**src/rtl/logic_unit_pkg.sv**
```systemverilog
// Shared opcode and FSM state definitions for the multi-cycle bitwise logic unit.
package logic_unit_pkg;

    typedef enum logic [2:0] {
        OP_NOT  = 3'b000,
        OP_AND  = 3'b001,
        OP_OR   = 3'b010,
        OP_XOR  = 3'b011,
        OP_NAND = 3'b100,
        OP_NOR  = 3'b101,
        OP_XNOR = 3'b110,
        OP_PASS = 3'b111
    } op_e;

    typedef enum logic [1:0] {
        S_IDLE = 2'd0,
        S_RUN  = 2'd1,
        S_DONE = 2'd2
    } state_e;

    // Slice counter needs at least one bit even when the word is a single slice.
    function automatic int unsigned cnt_width(input int unsigned n);
        return (n > 1) ? $clog2(n) : 1;
    endfunction

endpackage

```
**src/rtl/logic_slice.sv**
```systemverilog
// Combinational CHUNK-wide bitwise operator, reused for every slice of the word.
module logic_slice
    import logic_unit_pkg::*;
#(
    parameter int unsigned CHUNK = 8
) (
    input  op_e              op,
    input  logic [CHUNK-1:0] a,
    input  logic [CHUNK-1:0] b,
    output logic [CHUNK-1:0] y
);

    always_comb begin
        y = a;
        case (op)
            OP_NOT:  y = ~a;
            OP_AND:  y = a & b;
            OP_OR:   y = a | b;
            OP_XOR:  y = a ^ b;
            OP_NAND: y = ~(a & b);
            OP_NOR:  y = ~(a | b);
            OP_XNOR: y = ~(a ^ b);
            OP_PASS: y = a;
            default: y = a;
        endcase
    end

endmodule

```
**src/rtl/logic_unit_mc.sv**
```systemverilog
// Multi-cycle bitwise logic unit: captures a request, evaluates it one CHUNK slice
// per cycle (LSB first) and holds the result behind a valid/ready output handshake.
module logic_unit_mc
    import logic_unit_pkg::*;
#(
    parameter int unsigned WIDTH = 32,
    parameter int unsigned CHUNK = 8
) (
    input  logic             clock,
    input  logic             reset_n,
    input  logic             in_valid,
    output logic             in_ready,
    input  logic [2:0]       op,
    input  logic [WIDTH-1:0] data_a,
    input  logic [WIDTH-1:0] data_b,
    output logic             out_valid,
    input  logic             out_ready,
    output logic [WIDTH-1:0] result,
    output logic             zero
);

    localparam int unsigned N  = WIDTH / CHUNK;
    localparam int unsigned CW = cnt_width(N);

    if (WIDTH % CHUNK != 0) begin : g_bad_chunk
        $error("logic_unit_mc: CHUNK must divide WIDTH");
    end

    state_e                      state_q, state_d;
    op_e                         op_q, op_d;
    logic [N-1:0][CHUNK-1:0]     a_q, a_d;
    logic [N-1:0][CHUNK-1:0]     b_q, b_d;
    logic [N-1:0][CHUNK-1:0]     result_q, result_d;
    logic                        zero_q, zero_d;
    logic [CW-1:0]               cnt_q, cnt_d;
    logic [CHUNK-1:0]            slice_y;

    logic_slice #(.CHUNK(CHUNK)) u_slice (
        .op (op_q),
        .a  (a_q[cnt_q]),
        .b  (b_q[cnt_q]),
        .y  (slice_y)
    );

    always_comb begin
        state_d  = state_q;
        op_d     = op_q;
        a_d      = a_q;
        b_d      = b_q;
        result_d = result_q;
        zero_d   = zero_q;
        cnt_d    = cnt_q;
        case (state_q)
            S_IDLE: begin
                if (in_valid) begin
                    op_d     = op_e'(op);
                    a_d      = data_a;
                    b_d      = data_b;
                    result_d = '0;
                    zero_d   = 1'b1;
                    cnt_d    = '0;
                    state_d  = S_RUN;
                end
            end
            S_RUN: begin
                result_d[cnt_q] = slice_y;
                zero_d          = zero_q & (slice_y == '0);
                if (cnt_q == CW'(N - 1)) begin
                    cnt_d   = '0;
                    state_d = S_DONE;
                end else begin
                    cnt_d = cnt_q + 1'b1;
                end
            end
            S_DONE: begin
                if (out_ready) begin
                    state_d = S_IDLE;
                end
            end
            default: state_d = S_IDLE;
        endcase
    end

    always_ff @(posedge clock or negedge reset_n) begin
        if (!reset_n) begin
            state_q  <= S_IDLE;
            op_q     <= OP_NOT;
            a_q      <= '0;
            b_q      <= '0;
            result_q <= '0;
            zero_q   <= 1'b0;
            cnt_q    <= '0;
        end else begin
            state_q  <= state_d;
            op_q     <= op_d;
            a_q      <= a_d;
            b_q      <= b_d;
            result_q <= result_d;
            zero_q   <= zero_d;
            cnt_q    <= cnt_d;
        end
    end

    assign in_ready  = (state_q == S_IDLE);
    assign out_valid = (state_q == S_DONE);
    assign result    = result_q;
    assign zero      = zero_q;

endmodule

```
**config.mk**
```make
export PLATFORM = sky130hd
export DESIGN_NAME = logic_unit_mc
export DESIGN_NICKNAME = d
export VERILOG_FILES = /design/src/rtl/logic_unit_pkg.sv /design/src/rtl/logic_slice.sv /design/src/rtl/logic_unit_mc.sv
export SDC_FILE = /design/constraint.sdc
export NUM_CORES = 1
export LEC_CHECK = 0
export ABC_AREA = 1
export CORE_MARGIN = 2
export CORE_UTILIZATION = 40
export DETAILED_ROUTE_END_ITERATION = 8
export DONT_BUFFER_PORTS = 1
export SKIP_CTS_REPAIR_TIMING = 1
export SLEW_MARGIN = 20
export SYNTH_ARGS = -nofsm -noshare
export SYNTH_HDL_FRONTEND = slang
export SYNTH_HIERARCHICAL = 1
export SYNTH_SLANG_ARGS = --single-unit
```
**constraint.sdc**
```tcl
create_clock -name clock -period 4.02 [get_ports clock]
set_input_delay 0.201 -clock clock [delete_from_list [all_inputs] [get_ports clock]]
set_output_delay 0.201 -clock clock [all_outputs]
set_load 0.005 [all_outputs]
```
==> results.yml, run 1 <==
status:
  status: "complete, no violations"
worst_setup_path:
  worstSetupEndpointType: "flop"
  worstPathRequired_ns: 4.30
  start_kind: "flop"
  cp.arrival_ns: 3.33
  slowest_stage: "inv_1"
  cp_max_fo: 19
  slowest_delay_ns: 0.41
  reg2reg_depth: 15
  reg2reg_slack_ns: 0.96
  cp_cell_sequence: "inv_1 -> buf_4 -> o21ai_0 -> o22ai_1 -> inv_1 -> ha_1 -> nand4_1 -> nand2_1 -> nor2_1 -> nand3_1 -> nor2_1 -> nand2_1 -> nor2_1 -> nor2_1 -> nor2_1"
  path_class: "flop to flop"
  cp_common_cell: "nor2_1"
placed_design:
  dpl_cell_area_um2: 5590
  place_ws_ns: 1.03
  place_congestion: 0.802
  hpwl_um: 9950
  numPortBuffers: 0
power_and_ir_drop:
  p_seq_frac: 0.345
  clkPwrFrac: 0.157
  p_sw_uw: 2650
  worst_ir_drop_vdd_uv: 317
  power_frac_comb: 0.499
  p_sw_frac: 0.480
  powerDensity_nw_per_um2: 837
  power.internal_uw: 2870
  leakagePower_uw: 0.00332
sta:
  worst-slew-pin-transition_ns: 0.962
  hold-worst-slack_ns: 0.00334
  slew_violations: 0
  hold_viol_final: 0
  setup_viol: 0
  fin_skew_ns: 0.0107
  max_freq_ghz: 0.327
  rsz0062_at_grt: "no"
  relSlewSlack: 0.358
  totalNegativeSetupSlack_ns: 0
  setup_slack_ns: 0.964
  period_share: 0.760
  period_needed_ns: 3.06
final_layout:
  finalNetCount: 864
  antennaDiodeCount: 0
  drive_above_1_share: 0.0490
  nFillCells: 1353
  area_growth_pct: 18.3
  final_util: 0.480
  fin_area_um2: 6590
synthesis:
  synth_ff_type: "dfrtp_1"
  ys_types: 27
  synth_area_leaders: "dfrtp_1 47%, nand2_1 19%, ha_1 4.5%"
  synth_mux_area_frac: 0
  synth_top_area_cell: "dfrtp_1"
  synthesis.area_um2: 5570
  synth_fp_nets: 814
  synth_common_cells: "277 x nand2_1, 104 x dfrtp_1, 65 x nor2_1, 63 x inv_1, 44 x o21ai_0"
  yosys_warnings: 6
  synth-adder-area-share: 0.0449
  synth.most_common_cell: "nand2_1"
  yosys.area_share.simple: 0.321
  synth_seq_cells: 104
  synth_top_family_by_area: "simple AND/OR/NAND/NOR gates"
  async_flop_share: 1.00
  synth-seq-area-share: 0.467
  syn_inst: 723
  synth_edf_count: 0
  syn_avg_cell_area_um2: 7.70
  synth-xor-area-share: 0
  synth_compound_area_frac: 0.0800
  synth.top_cell.area_share: 0.467
drt:
  first_pass_iters: 6
  vias: 4888
  wl_per_cell_um: 15.7
  ant_nets: 0
  initialDrtViolationCount: 370
  drc: 0
  vias_per_cell: 5.11
  drt_wl_total_um: 15000
floorplan:
  dieArea_um2: 14900
  core-area_um2: 13700
  start_util: 0.406
  die_w_um: 122
  pin_count: 106
  rows: 43
  fp.dieH_um: 122
clocking:
  clock_latency_ns: 0.35
  clk_root_buffer_cell: "clkbuf_16"
  cts.clk_slew.worst_paths_ns: 0.07
  cts_tree: "done"
  max-clock-path-buffers: 2
  h-tree-depth: 3
  numCtsBuffers: 9
  clock-sinks: 104
global_route:
  grt_first_pass_wirelength_um: 23400
  grt_overflow: 0
  grt_pass1_vias: 4596
  track_usage: 0.202
  antenna_found_initial: 0
  grt_max_degree: 105
hold_path:
  hp-class: "input port to flop"
  worstHoldPathCells: 2
run:
  cap_violations: 0
## kinds of logic (layout without fill, tap and decap cells)
group	Yosys count	after routing
compound gates	79	79
fa+ha+maj	20	20
buf+inv	101	154
flops	104	104
simple gates	419	419
## area by class of cell
type	instances	area (um^2)	area share
multi-input cells	518	2480	0.377
inverters	67	254	0.0385
repair buffers	73	738	0.112
well taps	180	225	0.0342
clock inverters	3	43.8	0.00665
flip-flops and latches	104	2600	0.395
clock buffers	11	243	0.0368
## critical path, delay by kind of cell, from the launching register on
kind | cells | cell delay (ns)
AO/OA/AOI/OAI | 2 | 0.48
buffers and inverters | 3 | 0.84
AND/OR/NAND/NOR | 9 | 0.94
flip-flops | 1 | 0.38
adder cells (fa/ha/maj) | 1 | 0.33
## stage by stage
stage                     std cells  total power (uW)
after floorplan                 723              3910
after global placement          873              4480
after detailed placement        873              4580
after CTS                       887              5450
after global routing            956              6050
final                           956              5520
## worst paths after layout
check                                start         end
worst min-delay path            data_b[16]     b_q[16]
max in group asynchronous          reset_n  state_q[0]
min in group asynchronous          reset_n     op_q[1]
worst max-delay path              cnt_q[0]        zero
worst min register to register     a_q[22]     a_q[22]
worst max register to register    cnt_q[0]        zero
## sequential cells by signal, indices dropped and copies added, names as in the netlist
signal,cells
cnt_q,2
result,32
op_q,3
a_q,32
state_q,2
zero,1
b_q,32
## metal layers
metal,wire [um],GRT usage,share of wire,up-vias
met5,0,0,0,-
met4,346,0.0776,0.023,0
met3,945,0.0487,0.063,25
met2,7150,0.315,0.47,180
met1,6610,0.271,0.44,2289
li1,-,-,-,2394
## power by group through the flow
stage	Clock (uW)	Combinational (uW)	Sequential, uW
finish	864	2750	1900
global route	924	3170	1960
CTS	881	2670	1900
detailed placement	0	2660	1920
global placement	0	2570	1910
floorplan	0	2210	1710
## cells in the final DEF, fill, tap and decap left out, drive strengths merged, types with 5 or more instances in the layout
master / synthesis / routed
inv: 67 / 67
nor2: 73 / 73
nand2: 279 / 279
o22ai: 17 / 17
clkbuf: 5 / 11
dfrtp: 104 / 104
buf: 29 / 5
nand3: 41 / 41
ha: 20 / 20
dlygate4sd3: 0 / 68
nand4: 24 / 24
o21ai: 61 / 61
(Power assumes the default switching activity.)
==> inputs of run 2 (changes only) <==
ABC_AREA = 0   (was 1)
clock period = 2.6 ns   (was 4.02 ns; I/O delays follow)
==> results.yml, run 2 <==
status:
  status: "finished, violations left"
  violations: "negative setup slack"
floorplan:
  fp.dieH_um: 118
  die_w_um: 118
  rows: 41
  pin_count: 106
  dieArea_um2: 14000
  core-area_um2: 12700
  start_util: 0.412
global_route:
  grt_max_degree: 105
  grt_pass1_vias: 3320
  grt_first_pass_wirelength_um: 18300
  track_usage: 0.170
  grt_overflow: 0
  antenna_found_initial: 0
placed_design:
  hpwl_um: 8280
  dp_cells: 563
  place_congestion: 0.770
  place_ws_ns: -0.0886
  numPortBuffers: 0
sta:
  relSlewSlack: 0.599
  worst-slew-pin-transition_ns: 0.601
  max_freq_ghz: 0.376
  setup_slack_ns: -0.0604
  fin_skew_ns: 0.00836
  rsz0062_at_grt: "yes"
  period_share: 1.02
  setup_viol: 3
  slew_violations: 0
  hold_viol_final: 0
  period_needed_ns: 2.66
final_layout:
  final_cell_mix: "103 x dfrtp_1, 70 x dlygate4sd3_1, 62 x mux2_2"
  final_cells: 662
  finalNetCount: 576
  antennaDiodeCount: 0
  area_growth_pct: 31.8
  regArea_um2: 2600
  multi_input_area_um2: 2520
  final_common_cell: "dfrtp_1"
  drive_above_1_share: 0.343
  nFillCells: 1079
drt:
  wl_per_cell_um: 18.0
  vias_per_cell: 5.44
  drt_wl_total_um: 11900
  ant_nets: 0
  vias: 3602
  drc: 0
  first_pass_iters: 4
  initialDrtViolationCount: 149
synthesis:
  synth_ff_type: "dfrtp_1"
  synthesis.area_um2: 5220
  async_flop_share: 1.00
  synth.most_common_cell: "dfrtp_1"
  yosys_warnings: 6
  ys_types: 39
  syn_inst: 394
  synth_fp_nets: 485
  synth-seq-area-share: 0.499
  synth_top_area_cell: "dfrtp_1"
  syn_avg_cell_area_um2: 13.2
  synth_edf_count: 0
  synth_common_cells: "104 x dfrtp_1, 62 x mux2_2, 32 x a22o_1, 28 x inv_1, 20 x ha_1"
  synth_area_leaders: "dfrtp_1 50%, mux2_2 13%, mux4_2 8.2%"
  synth.top_cell.area_share: 0.499
  synth_seq_cells: 104
worst_setup_path:
  path_delay_family: "multiplexers"
  worstSetupEndpointType: "flop"
  cp_max_fo: 6
  cp_cell_sequence: "buf_12 -> mux4_2 -> inv_2 -> ha_4 -> nor2_4 -> a21oi_2 -> mux4_2 -> nor4_4 -> a21oi_2 -> nor2_1"
  reg2reg_depth: 10
  cp_num_cells: 10
  crit_buf_inv: 2
  cp.arrival_ns: 2.95
  path_class: "flop to flop"
  worstPathRequired_ns: 2.89
  slowest_delay_ns: 0.57
  slowest_stage: "mux4_2"
  start_kind: "flop"
clocking:
  clock_latency_ns: 0.36
  cts_tree: "done"
  clock-sinks: 104
  h-tree-depth: 3
  max-clock-path-buffers: 2
  numCtsBuffers: 9
  clk_root_buffer_cell: "clkbuf_16"
  cts.clk_slew.worst_paths_ns: 0.07
run:
  cap_violations: 0
power_and_ir_drop:
  p_seq_frac: 0.273
  total_power_uw: 10800
  power_frac_comb: 0.590
  p_sw_uw: 4190
  clkPwrFrac: 0.137
  power.internal_uw: 6610
  leakagePower_uw: 0.00296
  worst_ir_drop_vdd_uv: 652
  p_sw_frac: 0.388
  powerDensity_nw_per_um2: 1570
hold_path:
  worstHoldPathCells: 3
  hp-class: "input port to flop"
run 2: changes by cell type after synthesis, sizes merged, moves of 32 or more:
cell / previous run / this run
o21ai: 61 / 6
nor2: 73 / 18
inv: 67 / 29
nand2: 279 / 16
a22o: 0 / 32
nand3: 41 / 4
mux2: 0 / 68
run 2: through the flow:
step                      instance area [um^2]  TNS, ns  utilization  hold slack (ns)
final                                     6880  -0.0661        0.543          0.00791
after global routing                      6880    -1.23        0.543           0.0283
after CTS                                 5830   -0.147        0.460           -0.551
after detailed placement                  5500   -0.122        0.434           -0.161
after global placement                    5500        0        0.434           -0.162
after floorplan                           5250  -0.0267            -           -0.166
run 2: logic make-up after synthesis:
logic type,Yosys count,synth area share
buf+inv,54,0.0537
fa+ha+maj,20,0.0480
simple gates,55,0.0552
mux,92,0.238
compound gates,69,0.106
flops,104,0.499
run 2: metal layers:
layer	up-vias	track usage	part of all wire
li1	1635	-	-
met1	1837	0.210	0.41
met2	112	0.283	0.52
met3	18	0.0497	0.048
met4	0	0.0602	0.021
met5	-	0	0
run 2: power by group through the flow:
stage / combinational [uW] / sequential, uW / clock, uW
after floorplan: 3890 / 2730 / 0
after global placement: 4960 / 2960 / 0
after detailed placement: 5150 / 2980 / 0
after CTS: 5190 / 2950 / 1530
after global routing: 6930 / 3060 / 1580
final: 6370 / 2950 / 1480
run 2: layout make-up:
type	instances	share of cell area
clock inverters	7	0.0153
multi-input cells	236	0.367
repair buffers	105	0.159
clock buffers	9	0.0328
well taps	172	0.0313
inverters	29	0.0158
flip-flops and latches	104	0.379
run 2: worst reg2reg max path, delay by kind of cell, from the launching register on:
family	cells	cell delay (ns)
and+or+nand+nor	3	0.50
muxes	2	1.07
AOI/OAI and AO/OA	2	0.13
adders and majority gates	1	0.20
DFF	1	0.45
buffers and inverters	2	0.25
run 2: worst paths after layout:
path                        endpoint      from  slack, ns
setup / recovery                zero  cnt_q[0]      -0.06
setup reg to reg                zero  cnt_q[0]      -0.06
min in group asynchronous     a_q[7]   reset_n       0.32
hold / removal              cnt_q[1]  in_valid      0.008
hold reg to reg               b_q[6]    b_q[6]       0.50
max in group asynchronous  result[0]   reset_n       1.82
